==> config.mk <==
export PLATFORM = sky130hd
export DESIGN_NAME = ram_port_arbiter
export DESIGN_NICKNAME = d
export VERILOG_FILES = /design/src/rtl/bios_pkg.sv /design/src/rtl/rr_picker.sv /design/src/rtl/ram_port_arbiter.sv
export SDC_FILE = /design/constraint.sdc
export NUM_CORES = 1
export LEC_CHECK = 0
export ABC_AREA = 1
export CAP_MARGIN = 20
export CORE_AREA = 3 3 148 150
export CTS_CLUSTER_SIZE = 8
export DETAILED_ROUTE_END_ITERATION = 10
export DIE_AREA = 0 0 151 153
export PLACE_DENSITY = 0.72
export REMOVE_ABC_BUFFERS = 1
export SYNTH_ARGS = -nofsm -noshare
export SYNTH_HDL_FRONTEND = slang
export SYNTH_SLANG_ARGS = --single-unit
==> constraint.sdc <==
create_clock -name clk -period 4.92 [get_ports clk]
set_input_delay 0.984 -clock clk [delete_from_list [all_inputs] [get_ports clk]]
set_output_delay 0.984 -clock clk [all_outputs]
set_load 0.03 [all_outputs]
==> src/rtl/bios_pkg.sv <==
// Shared types and constants for the RAM port arbiter.
package bios_pkg;

    typedef enum logic [1:0] {
        ARB_IDLE,
        ARB_ISSUE,
        ARB_WAIT,
        ARB_DONE
    } arb_state_t;

    localparam int unsigned ARB_BIOS_PORT = 0;
    localparam int unsigned ARB_MAX_REQ   = 8;

    // Index of the set bit in a one-hot vector; 0 when the vector is empty.
    function automatic logic [2:0] onehot_to_idx(input logic [ARB_MAX_REQ-1:0] oh);
        logic [2:0] idx;
        idx = '0;
        for (int i = 0; i < ARB_MAX_REQ; i++) begin
            if (oh[i]) begin
                idx = 3'(i);
            end
        end
        return idx;
    endfunction

endpackage

==> src/rtl/rr_picker.sv <==
// Combinational round-robin picker: first set mask bit at or after the start index, wrapping.
// Requesters that must never win (the BIOS port post-boot) are simply cleared in the mask.
module rr_picker #(
    parameter int unsigned WIDTH = 3
) (
    input  logic [WIDTH-1:0]         i_mask,
    input  logic [$clog2(WIDTH)-1:0] i_start,
    output logic [WIDTH-1:0]         o_pick
);

    localparam int unsigned IDX_W = $clog2(WIDTH);

    logic [IDX_W-1:0] idx;
    logic             found;

    // Walk the mask from the start index; the first hit wins.
    always_comb begin
        o_pick = '0;
        found  = 1'b0;
        idx    = '0;
        for (int unsigned i = 0; i < WIDTH; i++) begin
            idx = IDX_W'((32'(i_start) + i) % WIDTH);
            if (!found && i_mask[idx]) begin
                o_pick[idx] = 1'b1;
                found       = 1'b1;
            end
        end
    end

endmodule

==> src/rtl/ram_port_arbiter.sv <==
// Single-port RAM arbiter: BIOS (port 0) owns the RAM before boot, CPU ports share it
// round-robin afterwards. One transaction in flight; requests are latched at grant.
module ram_port_arbiter
    import bios_pkg::*;
#(
    parameter int unsigned NUM_REQ      = 3,
    parameter int unsigned ADDR_WIDTH   = 31,
    parameter int unsigned DATA_WIDTH   = 31,
    parameter int unsigned READ_LATENCY = 1
) (
    input  logic                               clk,
    input  logic                               rst,
    input  logic                               i_booted,
    input  logic [NUM_REQ-1:0]                 i_req,
    input  logic [NUM_REQ-1:0]                 i_we,
    input  logic [NUM_REQ-1:0][ADDR_WIDTH:0]   i_addr,
    input  logic [NUM_REQ-1:0][DATA_WIDTH:0]   i_wdata,
    input  logic [NUM_REQ-1:0][3:0]            i_be,
    output logic [NUM_REQ-1:0]                 o_ack,
    output logic [DATA_WIDTH:0]                o_rdata,
    output logic [NUM_REQ-1:0]                 o_grant,
    output logic                               o_ram_read_req,
    output logic [ADDR_WIDTH:0]                o_ram_read_addr,
    input  logic [DATA_WIDTH:0]                i_ram_read_data,
    output logic                               o_ram_write_enable,
    output logic [3:0]                         o_ram_byte_enable,
    output logic [ADDR_WIDTH:0]                o_ram_write_addr,
    output logic [DATA_WIDTH:0]                o_ram_write_data
);

    localparam int unsigned IDX_W = $clog2(NUM_REQ);
    localparam int unsigned CNT_W = 3;

    arb_state_t             state_q, state_d;
    logic [NUM_REQ-1:0]     grant_q, grant_d;
    logic [IDX_W-1:0]       owner_q, owner_d;
    logic [IDX_W-1:0]       rr_ptr_q, rr_ptr_d;
    logic                   we_q, we_d;
    logic [ADDR_WIDTH:0]    addr_q, addr_d;
    logic [DATA_WIDTH:0]    wdata_q, wdata_d;
    logic [3:0]             be_q, be_d;
    logic [CNT_W-1:0]       cnt_q, cnt_d;
    logic [DATA_WIDTH:0]    rdata_q, rdata_d;

    logic [NUM_REQ-1:0]     eligible;
    logic [NUM_REQ-1:0]     pick;
    logic [IDX_W-1:0]       pick_idx;
    logic                   read_done;

    // Boot level gates the BIOS in and the CPU ports out (and vice versa).
    always_comb begin
        eligible = i_req & {NUM_REQ{i_booted}};
        eligible[ARB_BIOS_PORT] = i_req[ARB_BIOS_PORT] & ~i_booted;
    end

    rr_picker #(
        .WIDTH (NUM_REQ)
    ) u_rr_picker (
        .i_mask  (eligible),
        .i_start (rr_ptr_q),
        .o_pick  (pick)
    );

    assign pick_idx = IDX_W'(onehot_to_idx(ARB_MAX_REQ'(pick)));

    // Counter is loaded with READ_LATENCY-1 and counts down through zero; the ack cycle is
    // the one after it hits zero, i.e. the cycle it has wrapped to all-ones.
    assign read_done = (state_q == ARB_WAIT) && (cnt_q == '1);

    // State register.
    always_ff @(posedge clk) begin
        if (rst) begin
            state_q <= ARB_IDLE;
        end else begin
            state_q <= state_d;
        end
    end

    // Next-state logic.
    always_comb begin
        state_d = state_q;
        case (state_q)
            ARB_IDLE:  if (|eligible) state_d = ARB_ISSUE;
            ARB_ISSUE: state_d = we_q ? ARB_DONE : ARB_WAIT;
            ARB_WAIT:  if (read_done) state_d = ARB_DONE;
            ARB_DONE:  state_d = ARB_IDLE;
            default:   state_d = ARB_IDLE;
        endcase
    end

    // Datapath next-state: latch the winner's request, run the latency counter, rotate pointer.
    always_comb begin
        grant_d  = grant_q;
        owner_d  = owner_q;
        rr_ptr_d = rr_ptr_q;
        we_d     = we_q;
        addr_d   = addr_q;
        wdata_d  = wdata_q;
        be_d     = be_q;
        cnt_d    = cnt_q;
        rdata_d  = rdata_q;
        case (state_q)
            ARB_IDLE: begin
                if (|eligible) begin
                    grant_d = pick;
                    owner_d = pick_idx;
                    we_d    = i_we[pick_idx];
                    addr_d  = i_addr[pick_idx];
                    wdata_d = i_wdata[pick_idx];
                    be_d    = i_be[pick_idx];
                end
            end
            ARB_ISSUE: begin
                cnt_d = CNT_W'(READ_LATENCY - 1);
                if (we_q) begin
                    grant_d = '0;
                end
            end
            ARB_WAIT: begin
                cnt_d = cnt_q - CNT_W'(1);
                if (read_done) begin
                    grant_d = '0;
                    rdata_d = i_ram_read_data;
                end
            end
            ARB_DONE: begin
                grant_d = '0;
                // A BIOS transaction finishing as boot completes also lands the pointer on 1.
                if (i_booted) begin
                    rr_ptr_d = (owner_q == IDX_W'(NUM_REQ - 1)) ? IDX_W'(1)
                                                                 : owner_q + IDX_W'(1);
                end
            end
            default: ;
        endcase
    end

    // Datapath registers.
    always_ff @(posedge clk) begin
        if (rst) begin
            grant_q  <= '0;
            owner_q  <= '0;
            rr_ptr_q <= IDX_W'(1);
            we_q     <= 1'b0;
            addr_q   <= '0;
            wdata_q  <= '0;
            be_q     <= '0;
            cnt_q    <= '0;
            rdata_q  <= '0;
        end else begin
            grant_q  <= grant_d;
            owner_q  <= owner_d;
            rr_ptr_q <= rr_ptr_d;
            we_q     <= we_d;
            addr_q   <= addr_d;
            wdata_q  <= wdata_d;
            be_q     <= be_d;
            cnt_q    <= cnt_d;
            rdata_q  <= rdata_d;
        end
    end

    // Outputs: RAM strobes only in ISSUE; read data bypasses the holding register on its ack.
    always_comb begin
        o_grant            = grant_q;
        o_ack              = '0;
        o_rdata            = rdata_q;
        o_ram_read_req     = 1'b0;
        o_ram_read_addr    = '0;
        o_ram_write_enable = 1'b0;
        o_ram_byte_enable  = '0;
        o_ram_write_addr   = '0;
        o_ram_write_data   = '0;
        case (state_q)
            ARB_ISSUE: begin
                if (we_q) begin
                    o_ram_write_enable = 1'b1;
                    o_ram_byte_enable  = be_q;
                    o_ram_write_addr   = addr_q;
                    o_ram_write_data   = wdata_q;
                    o_ack              = grant_q;
                end else begin
                    o_ram_read_req  = 1'b1;
                    o_ram_read_addr = addr_q;
                end
            end
            ARB_WAIT: begin
                if (read_done) begin
                    o_ack   = grant_q;
                    o_rdata = i_ram_read_data;
                end
            end
            default: ;
        endcase
    end

endmodule
==> metrics.md <==
| Metric | Value |
|---|---|
| Outcome | finished, final reports clean |
| Total via count after detailed routing | 9147 |
| Most used flip-flop cell after synthesis | dfxtp_1 |
| Final global-route overflow total | 0 |
| Mapped Area | ~7600 um2 |
| Synth cell types | 26 |
| Clk Latency, worst-skew pair | roughly 0.41 ns |
| Antenna fix cells | 0 |
| I/O Buffers | ~380 |
| Slew Viols, Final | 0 |
| Worst hold stages | 2 |
| Total track usage | between 20% and 30% |
| Worst Hold Launch | o_grant[0] |
| Core area | 20800 um2 |
| Sequential share of the synthesized area | 29.8% |
| R2R Setup Slk | 1.93 ns |
| Largest net degree at the start of global routing | a little under 80 |
| Clock tree from TritonCTS | yes |
| Top cell by count, worst path | inv_1 |
| Most frequent cell after synthesis | nand2_1 |
| Routability cong. | 0.842 |
| Arrival time of the worst setup path | 3.11 ns |
| Post-route insts no fill | 1955 |
| First-pass iteration count of the detailed router | 6 |
| FFs w/ async S/R, synth | 0% |
| Number of buffers created by CTS | 17 |
| Largest delay contributor family on the critical path | buffers and inverters |
| Crit path capture type | primary output |
| Fmax | 0.244 GHz |
| Clock sink count | 113 |
| Max capacitance violation total | 0 |
| Via count of the first global-routing pass | 8726 |
| Final hold slack | 0.487 ns |
| Slew at the pin closest to its max-slew limit | 0.988 ns |
| Crit path buf inv count | 5 |
| Max Buffers Root-to-Sink | 2 |
| Startpoint of the worst register-to-register path | rr_ptr_q[0] |
| Final min period | slightly above 4 ns |
| Synth top area cells | dfxtp_1 (30%), nand2_1 (15%), inv_1 (15%), a21oi_1 (12%), nor2_1 (8.7%) |
| Number of placed instances with taps included | 1926 |
| Hold Crit Class | flip-flop to flip-flop |
| DPL Wire Length | 20.3 mm |
| PD cells | 338 nW/um2 |
| Final WS setup | around 0.83 ns |
| CTS Root Cell | clkbuf_16 |
| Number of vias per cell | between 4 and 5 |
| Worst-case hold path end point | o_grant[0] |
| Gate count of the mapped netlist | 1336 |
| Post-synthesis cell type with the largest combined area | dfxtp_1 |
| Die area | 23100 um2 |
| Critical Path RT | around 4 ns |
| Worst clock skew | 0.0106 ns |
| Net count, final | 1926 |
| Number of antenna violations at the first check in global routing | 0 |
| Critical path start-end classification | flip-flop to primary output |
| Initial cell density of the core | 36.5% |
| Cts hold-fix bufs | 0 |
| Internal power consumption | 2510 uW |
| Die height | 153 um |
| Proportion of netlist area held by the largest area contributor | 29.8% |
| Postcts setup bufs | 0 |
| Leak Pwr | approximately 0.0055 uW |
| Met3 layer usage reported by global route | 8.06% |
| DRC marker count from the first detailed-route iteration | 504 |
| Final-report setup violation count | 0 |
| Synthesis warning total | 0 |
| Sequential share of power | 28.7% |
| I/O pin count | 385 |
| Count of nets left with antenna violations after detail routing | 0 |
| Util after Layout | 58.3% |
| Horiz. Die Dim | 151 um |
| Row cnt | 53 |
| Average instance area after synthesis | 5.69 um2 |
| GRT met2 Usage | 41.5% |
| Final TNS setup | 0 ns |
| Switching pwr | 1600 uW |
| Part of the total power dissipated in the clock network | 29.4% |
| Routed length per placed instance | ~15 um |
| H-tree depth | 4 |
| Top Usage Layer GRT | met2 |
| Synthesis-to-layout area growth | 59.8% |
| Crit path max fanout | 54 |
| Number of cell instances on the worst register-to-register path | 11 |
| Delay of the slowest cell on the worst path | 0.69 ns |
| Met1 global-route usage | 30.4% |
| Seq cells post-synth | roughly 110 |
| Number of flops mapped to enable cells by yosys | 0 |
| Final clock period utilization by the worst path | approximately 83% |
| Global-route wire length before repair | approximately 47 mm |
| Setup repair after global routing missed its margin | false |
| Final hold violations | 0 |
| Worst slew margin relative to its limit | about a third |
| Aggregate routed wire length | 30.0 mm |
| Worst path cell trace | inv_1, ha_1, nand3_1, inv_2, buf_4, or2_2, inv_1, a21oi_1, clkdlybuf4s50_1 |
| Critical Path Start Type | flip-flop |
| Count of instances resized after the clock tree is built | 0 |
| CTS clk-pin slew, worst paths | 0.05 ns |
| Cell at the slowest stage of the critical path | clkdlybuf4s50_1 |
| Commonest cells in the synthesized netlist | nand2_1 (307), inv_1 (295), a21oi_1 (179) |
| Endpoint of the lowest-slack register-to-register path | addr_q[6] |
| Share of layout cells above drive strength 1 | 5.06% |
| Relative contribution of combinational cells to total power | 41.9% |
| Worst slack at placement | 1.14 ns |
| Sw Ratio | 39.0% |
| Post-detailed-route DRC marker count | 0 |
| Max VDD drop | 0.000231 V |
| Crit path from | state_q[0] |
layout by cell type, fill, tap and decap left out, types with 2 or more instances in the layout:
master	count
inv_1	294
nand2_1	304
clkbuf_16	17
clkdlybuf4s50_1	383
bufinv_16	2
inv_2	3
clkinv_2	3
nand3_1	82
a21oi_1	179
nor2_1	176
or2_2	32
dfxtp_1	113
ha_1	11
clkbuf_8	3
buf_4	13
a211oi_1	33
o211ai_1	2
o21ai_0	7
clkbuf_1	3
nand2_2	5
nand4_1	3
through the flow:
step / instance area [um2] / power [uW]
final: 12100 / 4110
after global routing: 12100 / 4400
after CTS: 12100 / 4130
after detailed placement: 11600 / 2910
after global placement: 11600 / 2880
after floorplan: 7240 / 2240
cells by family (layout without fill, tap and decap cells):
| group | after synthesis | in the layout | synth area share, % |
|---|---|---|---|
| adder cells (fa/ha/maj) | 11 | 11 | 1.81 |
| AO/OA/AOI/OAI | 227 | 227 | 16.4 |
| flip-flops | 113 | 113 | 29.8 |
| AND/OR/NAND/NOR | 606 | 606 | 32.7 |
| buffers and inverters | 379 | 723 | 19.3 |
power groups by stage:
stage / clock (uW) / combinational (uW) / sequential, uW
after global routing: 1260 / 1940 / 1200
after CTS: 1230 / 1720 / 1180
final: 1210 / 1720 / 1180
after global placement: 0 / 1690 / 1190
after floorplan: 0 / 1060 / 1180
after detailed placement: 0 / 1720 / 1200
area by class of cell:
cell class	instances	area (um2)
clock inverters	6	82.6
repair buffers	397	3950
inverters	297	1110
clock buffers	23	478
well taps	275	344
flip-flops and latches	113	2260
fillers	2121	8680
multi-input cells	844	3910
how the worst max path moves through the flow:
stage / end / depth (start not counted)
after detailed placement: wdata_q[3] / 12
after floorplan: addr_q[0] / 9
after global placement: wdata_q[3] / 12
after global routing: o_rdata[30] / 9
final: o_rdata[30] / 9
after CTS: o_rdata[30] / 9
worst reg2reg max path, cell delays in order (launching register included):
cell and delay (ns):
dfxtp_1 0.39, inv_1 0.08, ha_1 0.38, inv_1 0.18, nand3_1 0.09, nand3_1 0.07, nand2_1 0.13, nand4_1 0.26
nand3_4 0.72, nor2_1 0.40, nand2_1 0.07, a21oi_1 0.14
layer usage:
layer  wire (um)  up-vias
met5           0        -
met4        1040        0
met3        2910       60
met2       13800      375
met1       12300     4025
li1            -     4687
sequential cells by signal, indices dropped and copies added (netlist names):
signal,flops
state_q,2
rr_ptr_q,2
owner_q,2
we_q,1
be_q,4
rdata_q,32
o_grant,3
cnt_q,3
addr_q,32
wdata_q,32
Note: power is estimated with default switching activity, not from simulation.
